==> src/rtl/div32_pkg.sv <==
// Shared types and constants for the sequential restoring divider.
// Signed support is enabled by defining DIV32_SIGNED_EN.
package div32_pkg;

  localparam int DIV_WIDTH = 32;
  localparam int DIV_LATENCY = DIV_WIDTH + 2;
  localparam logic [DIV_WIDTH-1:0] DIV0_QUOTIENT = '1;

  typedef enum logic [1:0] {
    IDLE = 2'd0,
    CALC = 2'd1,
    FIX  = 2'd2,
    DONE = 2'd3
  } div_state_t;

endpackage

==> src/rtl/div_sign_fix.sv <==
// Sign correction for magnitude divide results (DIV32_SIGNED_EN).
// Quotient truncates toward zero; remainder follows the dividend sign.
module div_sign_fix
  import div32_pkg::*;
#(
  parameter int WIDTH = DIV_WIDTH
) (
  input  logic [WIDTH-1:0] q_i,
  input  logic [WIDTH-1:0] r_i,
  input  logic             a_neg_i,
  input  logic             b_neg_i,
  output logic [WIDTH-1:0] q_o,
  output logic [WIDTH-1:0] r_o
);

  assign q_o = (a_neg_i ^ b_neg_i) ? -q_i : q_i;
  assign r_o = a_neg_i ? -r_i : r_i;

endmodule

==> src/rtl/div32x32_fsm.sv <==
// Sequential restoring divider, one quotient bit per cycle.
// Define DIV32_SIGNED_EN to honour signed_op (two's complement divide).
module div32x32_fsm
  import div32_pkg::*;
#(
  parameter int WIDTH = DIV_WIDTH
) (
  input  logic             clk,
  input  logic             reset,
  input  logic             start,
  input  logic             signed_op,
  input  logic [WIDTH-1:0] dividend,
  input  logic [WIDTH-1:0] divisor,
  output logic             busy,
  output logic             done,
  output logic [WIDTH-1:0] quotient,
  output logic [WIDTH-1:0] remainder,
  output logic             div_by_zero
);

  localparam int CW = $clog2(WIDTH);

  div_state_t state_q, state_d;
  logic [CW-1:0] cnt_q, cnt_d;
  logic [WIDTH-1:0] rem_q, rem_d;
  logic [WIDTH-1:0] q_q, q_d;
  logic [WIDTH-1:0] dvsr_q, dvsr_d;
  logic [WIDTH-1:0] quo_q, quo_d;
  logic [WIDTH-1:0] rmd_q, rmd_d;
  logic dbz_q, dbz_d;

  logic a_neg, b_neg;
  logic [WIDTH-1:0] a_mag, b_mag;
  logic [WIDTH-1:0] fix_q, fix_r;
  logic [WIDTH:0] shifted;
  logic lt;

`ifdef DIV32_SIGNED_EN
  logic a_neg_q, b_neg_q;

  assign a_neg = signed_op & dividend[WIDTH-1];
  assign b_neg = signed_op & divisor[WIDTH-1];

  always_ff @(posedge clk) begin
    if (reset) begin
      a_neg_q <= 1'b0;
      b_neg_q <= 1'b0;
    end else if (state_q == IDLE && start) begin
      a_neg_q <= a_neg;
      b_neg_q <= b_neg;
    end
  end

  div_sign_fix #(
    .WIDTH(WIDTH)
  ) u_sign_fix (
    .q_i    (q_q),
    .r_i    (rem_q),
    .a_neg_i(a_neg_q),
    .b_neg_i(b_neg_q),
    .q_o    (fix_q),
    .r_o    (fix_r)
  );
`else
  logic unused_signed;

  assign unused_signed = signed_op;
  assign a_neg = 1'b0;
  assign b_neg = 1'b0;
  assign fix_q = q_q;
  assign fix_r = rem_q;
`endif

  assign a_mag = a_neg ? -dividend : dividend;
  assign b_mag = b_neg ? -divisor : divisor;

  // Partial remainder shifted with the next dividend bit.
  assign shifted = {rem_q, q_q[WIDTH-1]};
  assign lt = shifted < {1'b0, dvsr_q};

  always_ff @(posedge clk) begin
    if (reset) begin
      state_q <= IDLE;
      cnt_q   <= '0;
      rem_q   <= '0;
      q_q     <= '0;
      dvsr_q  <= '0;
      quo_q   <= '0;
      rmd_q   <= '0;
      dbz_q   <= 1'b0;
    end else begin
      state_q <= state_d;
      cnt_q   <= cnt_d;
      rem_q   <= rem_d;
      q_q     <= q_d;
      dvsr_q  <= dvsr_d;
      quo_q   <= quo_d;
      rmd_q   <= rmd_d;
      dbz_q   <= dbz_d;
    end
  end

  always_comb begin
    state_d = state_q;
    cnt_d   = cnt_q;
    rem_d   = rem_q;
    q_d     = q_q;
    dvsr_d  = dvsr_q;
    quo_d   = quo_q;
    rmd_d   = rmd_q;
    dbz_d   = dbz_q;
    unique case (state_q)
      IDLE: begin
        if (start) begin
          dbz_d = 1'b0;
          if (divisor == '0) begin
            quo_d   = '1;
            rmd_d   = dividend;
            dbz_d   = 1'b1;
            state_d = DONE;
          end else begin
            rem_d   = '0;
            q_d     = a_mag;
            dvsr_d  = b_mag;
            cnt_d   = CW'(WIDTH - 1);
            state_d = CALC;
          end
        end
      end
      CALC: begin
        q_d   = {q_q[WIDTH-2:0], ~lt};
        rem_d = lt ? shifted[WIDTH-1:0]
                   : shifted[WIDTH-1:0] - dvsr_q;
        if (cnt_q == '0) begin
          state_d = FIX;
        end else begin
          cnt_d = cnt_q - 1'b1;
        end
      end
      FIX: begin
        quo_d   = fix_q;
        rmd_d   = fix_r;
        state_d = DONE;
      end
      DONE: begin
        state_d = IDLE;
      end
      default: begin
        state_d = IDLE;
      end
    endcase
  end

  assign busy        = (state_q == CALC) || (state_q == FIX);
  assign done        = (state_q == DONE);
  assign quotient    = quo_q;
  assign remainder   = rmd_q;
  assign div_by_zero = dbz_q;

endmodule

==> config.mk <==
export PLATFORM = sky130hd
export DESIGN_NAME = div32x32_fsm
export DESIGN_NICKNAME = d
export VERILOG_FILES = /design/src/rtl/div32_pkg.sv /design/src/rtl/div_sign_fix.sv /design/src/rtl/div32x32_fsm.sv
export SDC_FILE = /design/constraint.sdc
export NUM_CORES = 1
export LEC_CHECK = 0
export ABC_AREA = 1
export BUFFER_PORTS_ARGS = -buffer_cell sky130_fd_sc_hd__buf_2
export CAP_MARGIN = 10
export CORE_ASPECT_RATIO = 0.7
export CORE_MARGIN = 2
export CORE_UTILIZATION = 55
export CTS_CLUSTER_DIAMETER = 120
export DETAILED_ROUTE_END_ITERATION = 7
export PLACE_DENSITY = 0.77
export SLEW_MARGIN = 30
export SYNTH_ARGS = -nofsm -noshare
export SYNTH_HDL_FRONTEND = slang
export SYNTH_SLANG_ARGS = --single-unit
==> constraint.sdc <==
create_clock -name clk -period 4.41 [get_ports clk]
set_input_delay 1.323 -clock clk [delete_from_list [all_inputs] [get_ports clk]]
set_output_delay 1.323 -clock clk [all_outputs]
set_load 0.005 [all_outputs]
# == Word-level counts from Yosys, hierarchy flattened ==
# Cells that the tools add are included.
# totals
ff_bits,168
input_bits,68
output_inout_bits,67
word_cells,55
# classes
add_sub_neg,2
order_cmp,1
n_eq_ne,8
mux,22
n_bitwise,2
reduce_logical,12
# op_table
op,n
$mux 32,9
$pmux 32 s2,4
$lt 33x32->1,1
$logic_not 32->1,1
$sub 32x32->32,1
$mux 5,3
$ne 2x2->1 const B,5
$pmux 5 s2,1
$reduce_and 3->1,3
$pmux 2 s4,1
$mux 2,3
$logic_not 5->1,1
$sub 5x1->5 const B,1
$eq 2x2->1 const B,2
$reduce_and 2->1,2
$reduce_and 4->1,1
$reduce_bool 2->1,2
$eq 2x1->1 const B,1
$logic_not 2->1,1
$not 1->1,2
$logic_or 1x1->1,1
$mux 1,1

# == Depth between registers and ports, before layout ==
# Gate-level depths: netlist of the first run.
# depth
ltp_word,4
depth_mapped,16
mapped_depth_nobuf,16

# == Worst setup path after synthesis of the first run ==
# OpenSTA, ideal clock, no wires.
# synth_timing
path_type,input to register
from,input divisor[21]
to,register rem_q[28] (netlist: fix_r[28])
arrival_ps,2360
path_slack_ps,1918
path_stages,13
path_buffers,1
cell_sequence,nor2_1 -> nand2_1 -> nor2_1 -> nand4_1 -> nand2_1 -> nand2_1 -> inv_2 -> nor2_2 -> buf_2 -> nand2_1 -> clkinv_1 -> nand2_1 -> a21oi_1
# synth_between
elab_chain_cells,3
# synth_lines
element,line,source
start: declaration,div32x32_fsm.sv:13,"input logic [WIDTH-1:0] divisor,"
$logic_not 32->1,div32x32_fsm.sv:116,if (divisor == '0) begin
$ne 2x2->1 (no line),n/a,
$reduce_and 3->1 (no line),n/a,
end signal: assignment,div32x32_fsm.sv:94,rem_q <= rem_d;
end: declaration,div32x32_fsm.sv:25,"logic [WIDTH-1:0] rem_q, rem_d;"
# No other way between the ends.
# A chain may end at the register's enable or synchronous reset.

# == Worst setup path in the final report of the first run ==
# layout_timing
from,input divisor[7]
to,register quo_q[15] (netlist: quotient[15])
# layout_between
elab_chain_cells,3
# layout_lines
element,line,source
$logic_not 32->1,div32x32_fsm.sv:116,
$ne 2x2->1 (no line),n/a,
$reduce_and 3->1 (no line),n/a,
end signal: assignment,div32x32_fsm.sv:97,quo_q <= quo_d;
end: declaration,div32x32_fsm.sv:28,"logic [WIDTH-1:0] quo_q, quo_d;"
# No other way between the ends.

==> Flow_metrics.wiki, run 1 <==
{| class="wikitable"
! Metric !! Value
|-
| Hold WS || 0.4589 ns
|-
| CTS tree || done
|-
| Leakage power total || 5.250 nW
|-
| Worst stage delay on the critical path || 0.56 ns
|-
| Syn Inst Count || 1503
|-
| Horizontal die dimension || 163.1 um
|-
| Global-route wire length before repair || 44710 um
|-
| Startpoint class of the critical path || primary input
|-
| Mean cell area of the mapped netlist || 6.482 sq um
|-
| Setup violations, final || 0
|-
| Area share of the leading cell type in the synthesized netlist || 34.52%
|-
| Area of the mapped netlist || 9743 sq um
|-
| Top-count cell post-synth || nand2_1
|-
| Fraction of final layout cells sized beyond drive strength 1 || 13.95%
|-
| Total length of routed wires || 27380 um
|-
| Worst EP required || 4.75 ns
|-
| Die area || 18810 sq um
|-
| Weighted congestion reported at the end of routability-driven placement || 0.9329
|-
| Cell variety after synth || 37
|-
| DRC Markers || 0
|-
| Worst clock skew || 0.01112 ns
|-
| Total number of clock tree sinks || 168
|-
| Post-synthesis net count || 1610
|-
| Clock latency reported for the late side of the worst-skew pair || 0.43 ns
|-
| H-tree depth || 4
|-
| Cell taking the most area after synthesis || dfxtp_1
|-
| Slew Limit Fails || 0
|-
| GRT overflow || 0
|-
| Number of setup buffers added after CTS || 0
|-
| Standard cell with the maximum stage delay on the critical path || buf_4
|-
| Minimum setup slack after placement || 1.051 ns
|-
| Final std cell area, no fill || 11050 sq um
|-
| Number of warnings reported in the yosys synthesis log || 0
|-
| Cell types occupying the most area after synthesis || dfxtp_1, nand2_1, a21oi_1
|-
| Initial DRT Pass Iterations || 6
|-
| Top post-synthesis cells by count || nand2_1, dfxtp_1, inv_1
|-
| Primary FF master, synth || dfxtp_1
|-
| DR iter-0 viols || 1181
|-
| Total via count after detailed routing || 9949
|-
| Hold Path Class || flip-flop to flip-flop
|-
| Number of global-route vias before repair || 9010
|-
| Number of antenna violations at the first check in global routing || 1
|-
| Setup_tns || 0 ns
|-
| Critical Path AT || 3.25 ns
|-
| Tcrit/Tclk final || 66.18%
|-
| Hold bufs inserted after CTS || 0
|-
| Number of synthesized flops with an enable pin || 0
|-
| Area growth from synthesis to layout || 13.41%
|-
| Inserted Clock Buffers || 17
|-
| Final-report hold violation count || 0
|-
| Cell total after placement || 1797
|-
| Count of buffers from port buffering || 133
|-
| Share of flip-flops with an asynchronous set or reset || 0%
|-
| CORE AREA || 17270 sq um
|-
| Tightest Pin Transition || 0.8128 ns
|-
| Count of nets left with antenna violations after detail routing || 0
|-
| Std-Cell Rows || 40
|-
| Max Buffers Root-to-Sink || 2
|-
| Largest net degree at the start of global routing || 104
|-
| Starting density of the core || 56.43%
|-
| Status || finished clean
|-
| CP cell instances || buf_2, nor2_1, nand2_1, nor2_1, nand4_1, nand2_2, buf_4, a21oi_1, nor3_1
|-
| Diodes inserted || 0
|-
| Count of placed standard cells in the final layout, fillers left out || 1829
|-
| Highest fanout seen on the critical path || 64
|-
| FMAX || 342.6 MHz
|-
| Count of cells resized by post-cts repair || 0
|-
| Root buf cell || clkbuf_16
|-
| Worst max-slew margin expressed relative to the limit || 45.81%
|-
| Hpwl dp || 19290 um
|-
| Synthesis-stage register bit count || 168
|-
| Placed instance area || 10440 sq um
|-
| Crit path capture type || flip-flop
|-
| Via density per instance || 5.440
|-
| Kind of critical path || primary input to flip-flop
|-
| Routed length per placed instance || 14.97 um
|-
| Total track usage || 29.61%
|-
| Setup WS post-layout || 1.491 ns
|-
| CTS clock-pin slew for the worst setup and hold paths || 0.07 ns
|-
| Reported max-cap violation count || 0
|-
| Chip Height || 115.4 um
|-
| Pwr dens || 514.5 nW/um^2
|-
| Total number of nets in the final design || 1692
|-
| Sequential cell area fraction in the yosys report || 34.52%
|-
| Peak supply drop || 0.0003607 V
|-
| Clock period minus final worst setup slack || 2.919 ns
|-
| CP most frequent cell || nor2_1
|-
| Number of placed I/O pins || 135
|-
| Setup repair after global routing missed its margin || false
|}
[metrics by stage]
step	utilization, %	total power [mW]
after global routing	63.99	6.076
after floorplan	-	3.564
final	63.99	5.685
after detailed placement	60.49	4.101
after global placement	60.46	4.046
after CTS	63.99	5.663
[registers in the layout, indices dropped and copies added (netlist names)]
name and count:
remainder 32, cnt_q 5, state_q 2, fix_q 32, div_by_zero 1, dvsr_q 32, fix_r 32, quotient 32
[kinds of logic after synthesis]
| logic type | count (synthesis) | share of synthesized area, % |
|---|---|---|
| AOI/OAI and AO/OA | 283 | 15.55 |
| xor gates and xnor gates | 17 | 1.528 |
| adders and majority gates | 39 | 5.085 |
| buffers and inverters | 249 | 10.17 |
| DFF | 168 | 34.52 |
| and+or+nand+nor | 747 | 33.15 |
[layout by cell type, fill, tap and decap left out, types with 9 or more instances in the layout]
| cell type | instances |
|---|---|
| nand3_2 | 11 |
| o21ai_0 | 82 |
| a21oi_1 | 150 |
| buf_4 | 12 |
| inv_2 | 9 |
| nand3b_1 | 12 |
| inv_1 | 155 |
| nor3_1 | 76 |
| buf_2 | 133 |
| nor2_1 | 66 |
| dfxtp_1 | 168 |
| nand3_1 | 112 |
| xnor2_1 | 13 |
| ha_1 | 38 |
| nand2_1 | 440 |
| a31oi_1 | 32 |
| nand2_2 | 11 |
| clkbuf_16 | 17 |
[worst max-delay path: cells and delay by family]
family          cells  cell delay [ns]
compound gates      1             0.14
buf+inv             2             0.67
simple gates        6             1.10
[where the power goes]
group          switching (mW)  internal (mW)
clock network           0.696          0.862
registers               0.153           1.78
logic                    1.54          0.652
total                    2.39           3.30
[metal layers]
layer,GRT usage (%),part of all wire (%),up-vias
li1,-,-,5046
met1,42.47,48,4520
met2,45.96,44,343
met3,5.231,6.8,38
met4,8.142,1.7,2
met5,0,0.026,-
[final timing paths]
path / slack [ns] / to / depth (start not counted) / from
setup / recovery: 1.49 / quotient[15] / 9 / divisor[7]
hold / removal: 0.46 / remainder[4] / 2 / remainder[4]
setup reg to reg: 1.63 / fix_r[26] / 13 / fix_r[15]
hold reg to reg: 0.46 / remainder[4] / 2 / remainder[4]
[area by class of cell]
| class | count | area [sq um] |
|---|---|---|
| sequential | 168 | 3363 |
| inverter | 166 | 623.1 |
| clock inverter | 14 | 176.4 |
| timing repair buffer | 146 | 767.0 |
| multi-input combinational | 1086 | 5401 |
| clock buffer | 18 | 429.2 |
| tap | 231 | 289.0 |
| fill | 1674 | 6217 |
Power figures use the tool's default switching activity.
==> inputs of run 2 (changes only) <==
Settings changed: CORE_UTILIZATION 55 to 53.
Clock period 4.41 ns to 2.6 ns, I/O delays scaled along.
==> run 2 against run 1 <==
Wire length grew 1.8%. Combinational power grew 77%. Global-route usage shrank 1.2 points. Largest cell class unchanged. Largest power group unchanged.
==> Flow_metrics.wiki, run 2 (same netlist as run 1, synthesis figures left out) <==
{| class="wikitable"
! Metric !! Value
|-
| Status || finished clean (unchanged)
|-
| Die area || 19500 sq um (was 18810 sq um)
|-
| Highest fanout seen on the critical path || 3 (was 64)
|-
| Most common library cell in the layout ignoring fill and taps || nand2_1 (unchanged)
|-
| Number of antenna violations at the first check in global routing || 0 (was 1)
|-
| Reported max-cap violation count || 0 (unchanged)
|-
| Number of placed I/O pins || 135 (unchanged)
|-
| Clock period minus final worst setup slack || 2.467 ns
|-
| H-tree depth || 4 (unchanged)
|-
| Weighted congestion reported at the end of routability-driven placement || 0.9329 (unchanged)
|-
| Hold WS || 0.4576 ns (was 0.4589 ns)
|-
| DR iter-0 viols || 1069 (was 1181)
|-
| DRC Markers || 0 (unchanged)
|-
| GRT busiest layer || met2 (unchanged)
|-
| Worst clock skew || 0.008370 ns (was 0.01112 ns)
|-
| CTS clock-pin slew for the worst setup and hold paths || 0.07 ns (about the same)
|-
| Max Buffers Root-to-Sink || 2 (unchanged)
|-
| Number of setup buffers added after CTS || 0 (unchanged)
|-
| GRT overflow || 0 (unchanged)
|-
| Count of nets left with antenna violations after detail routing || 0 (unchanged)
|-
| Total via count after detailed routing || 10.18k (was 9949)
|-
| Met1 Resource Use GR || 40.37% (was 42.47%)
|-
| Commonest cells after routing, fill and taps aside || nand2_1, dfxtp_1, inv_1 (unchanged)
|-
| Horizontal die dimension || 166.1 um (was 163.1 um)
|-
| Final-report hold violation count || 0 (unchanged)
|-
| CORE AREA || 18010 sq um (was 17270 sq um)
|-
| Total number of clock tree sinks || 168 (unchanged)
|-
| Total number of nets in the final design || 1706 (was 1692)
|-
| Setup_tns || 0 ns (unchanged)
|-
| Routed length per placed instance || 15.09 um (was 14.97 um)
|-
| CTS tree || done (unchanged)
|-
| Hold Path Class || flip-flop to flip-flop (unchanged)
|-
| Worst max-slew margin expressed relative to the limit || 46.96% (was 45.81%)
|-
| Global-route wire length before repair || 46000 um (was 44710 um)
|-
| Setup repair after global routing missed its margin || false (unchanged)
|-
| Crit path capture type || flip-flop (unchanged)
|-
| Fraction of final layout cells sized beyond drive strength 1 || 14.70% (was 13.95%)
|-
| Critical Path AT || 2.82 ns (was 3.25 ns)
|-
| Clock latency reported for the late side of the worst-skew pair || 0.43 ns (about the same)
|-
| Total track usage || 28.42% (was 29.61%)
|-
| Inserted Clock Buffers || 17 (unchanged)
|-
| Peak supply drop || 0.0006927 V (was 0.0003607 V)
|-
| Area growth from synthesis to layout || 15.37% (was 13.41%)
|-
| Largest net degree at the start of global routing || 104 (unchanged)
|-
| Minimum setup slack after placement || -0.1592 ns (was 1.051 ns)
|-
| Worst-case reg-to-reg path depth || 14 (was 13)
|-
| Count of buffers from port buffering || 133 (unchanged)
|-
| Setup WS post-layout || 0.1327 ns (was 1.491 ns)
|-
| FMAX || 405.3 MHz
|-
| Setup violations, final || 0 (unchanged)
|-
| GRT met2 Usage || 45.02% (was 45.96%)
|-
| Slew Limit Fails || 0 (unchanged)
|-
| Leakage power total || 5.346 nW (was 5.250 nW)
|-
| Tightest Pin Transition || 0.7947 ns (was 0.8128 ns)
|-
| Hold Path Depth || 2 (unchanged)
|-
| Count of cells resized by post-cts repair || 0 (unchanged)
|-
| Tcrit/Tclk final || 94.90%
|-
| Hpwl dp || 19790 um (was 19290 um)
|-
| Root buf cell || clkbuf_16 (unchanged)
|-
| Via density per instance || 5.510 (was 5.440)
|-
| Hold bufs inserted after CTS || 0 (unchanged)
|-
| Met3 track demand over resource || 4.556% (was 5.231%)
|-
| Diodes inserted || 0 (unchanged)
|-
| Worst EP required || 2.96 ns (was 4.75 ns)
|-
| Chip Height || 117.4 um (was 115.4 um)
|-
| Startpoint class of the critical path || flip-flop (was primary input)
|-
| Number of global-route vias before repair || 9242 (was 9010)
|-
| Starting density of the core || 54.11% (was 56.43%)
|-
| Initial DRT Pass Iterations || 5 (was 6)
|-
| Pwr dens || 877.1 nW/um^2 (was 514.5 nW/um^2)
|-
| Std-Cell Rows || 41 (was 40)
|-
| Total length of routed wires || 27890 um (was 27380 um)
|-
| Kind of critical path || flip-flop to flip-flop (was primary input to flip-flop)
|}
==> run 2: report_power, final <==
group,internal [mW],switching [mW]
Sequential,3.02,0.266
Clock,1.54,1.15
Combinational,1.21,2.66
==> run 2: path summary, 6_finish.rpt <==
kind | start | to | slack (ns)
setup reg to reg | fix_q[31] | fix_r[24] | 0.13
setup / recovery | fix_q[31] | fix_r[24] | 0.13
hold / removal | dvsr_q[18] | dvsr_q[18] | 0.46
hold reg to reg | dvsr_q[18] | dvsr_q[18] | 0.46
==> run 2: final cells by class <==
cell class	count	area (sq um)
Clock inverter	14	185.2
Tap cell	236	295.3
Clock buffer	18	429.2
Multi-Input combinational cell	1086	5401
Sequential cell	168	3363
Fill cell	1696	6765
Inverter	166	623.1
Timing Repair Buffer	160	943.4
==> run 2: worst max-delay path, stage by stage, from the launching register on <==
cell and delay [ns]:
dfxtp_1 0.40, inv_1 0.10, ha_1 0.22, fa_1 0.43, inv_1 0.13, nand3_1 0.07
nand3_1 0.15, nand2_1 0.07, nand3_1 0.19, nand2_1 0.16, nand3_1 0.12, nand2_1 0.05
nand3_1 0.13, nand2_1 0.07, a21oi_1 0.11
==> run 2: routing by layer <==
metal	share of wire, %	up-vias
met1	48	4695
met2	43	368
met4	1.7	0
met3	6.4	41
li1	-	5078
met5	0	-
==> run 2: through the flow <==
stage	utilization, %	instances	area, sq um	power [mW]
after floorplan	-	1503	9743	6.045
after global placement	59.02	1816	10630	7.006
after detailed placement	59.02	1816	10630	7.105
after CTS	62.43	1848	11240	9.808
after global routing	62.43	1848	11240	10.47
final	62.43	1848	11240	9.859
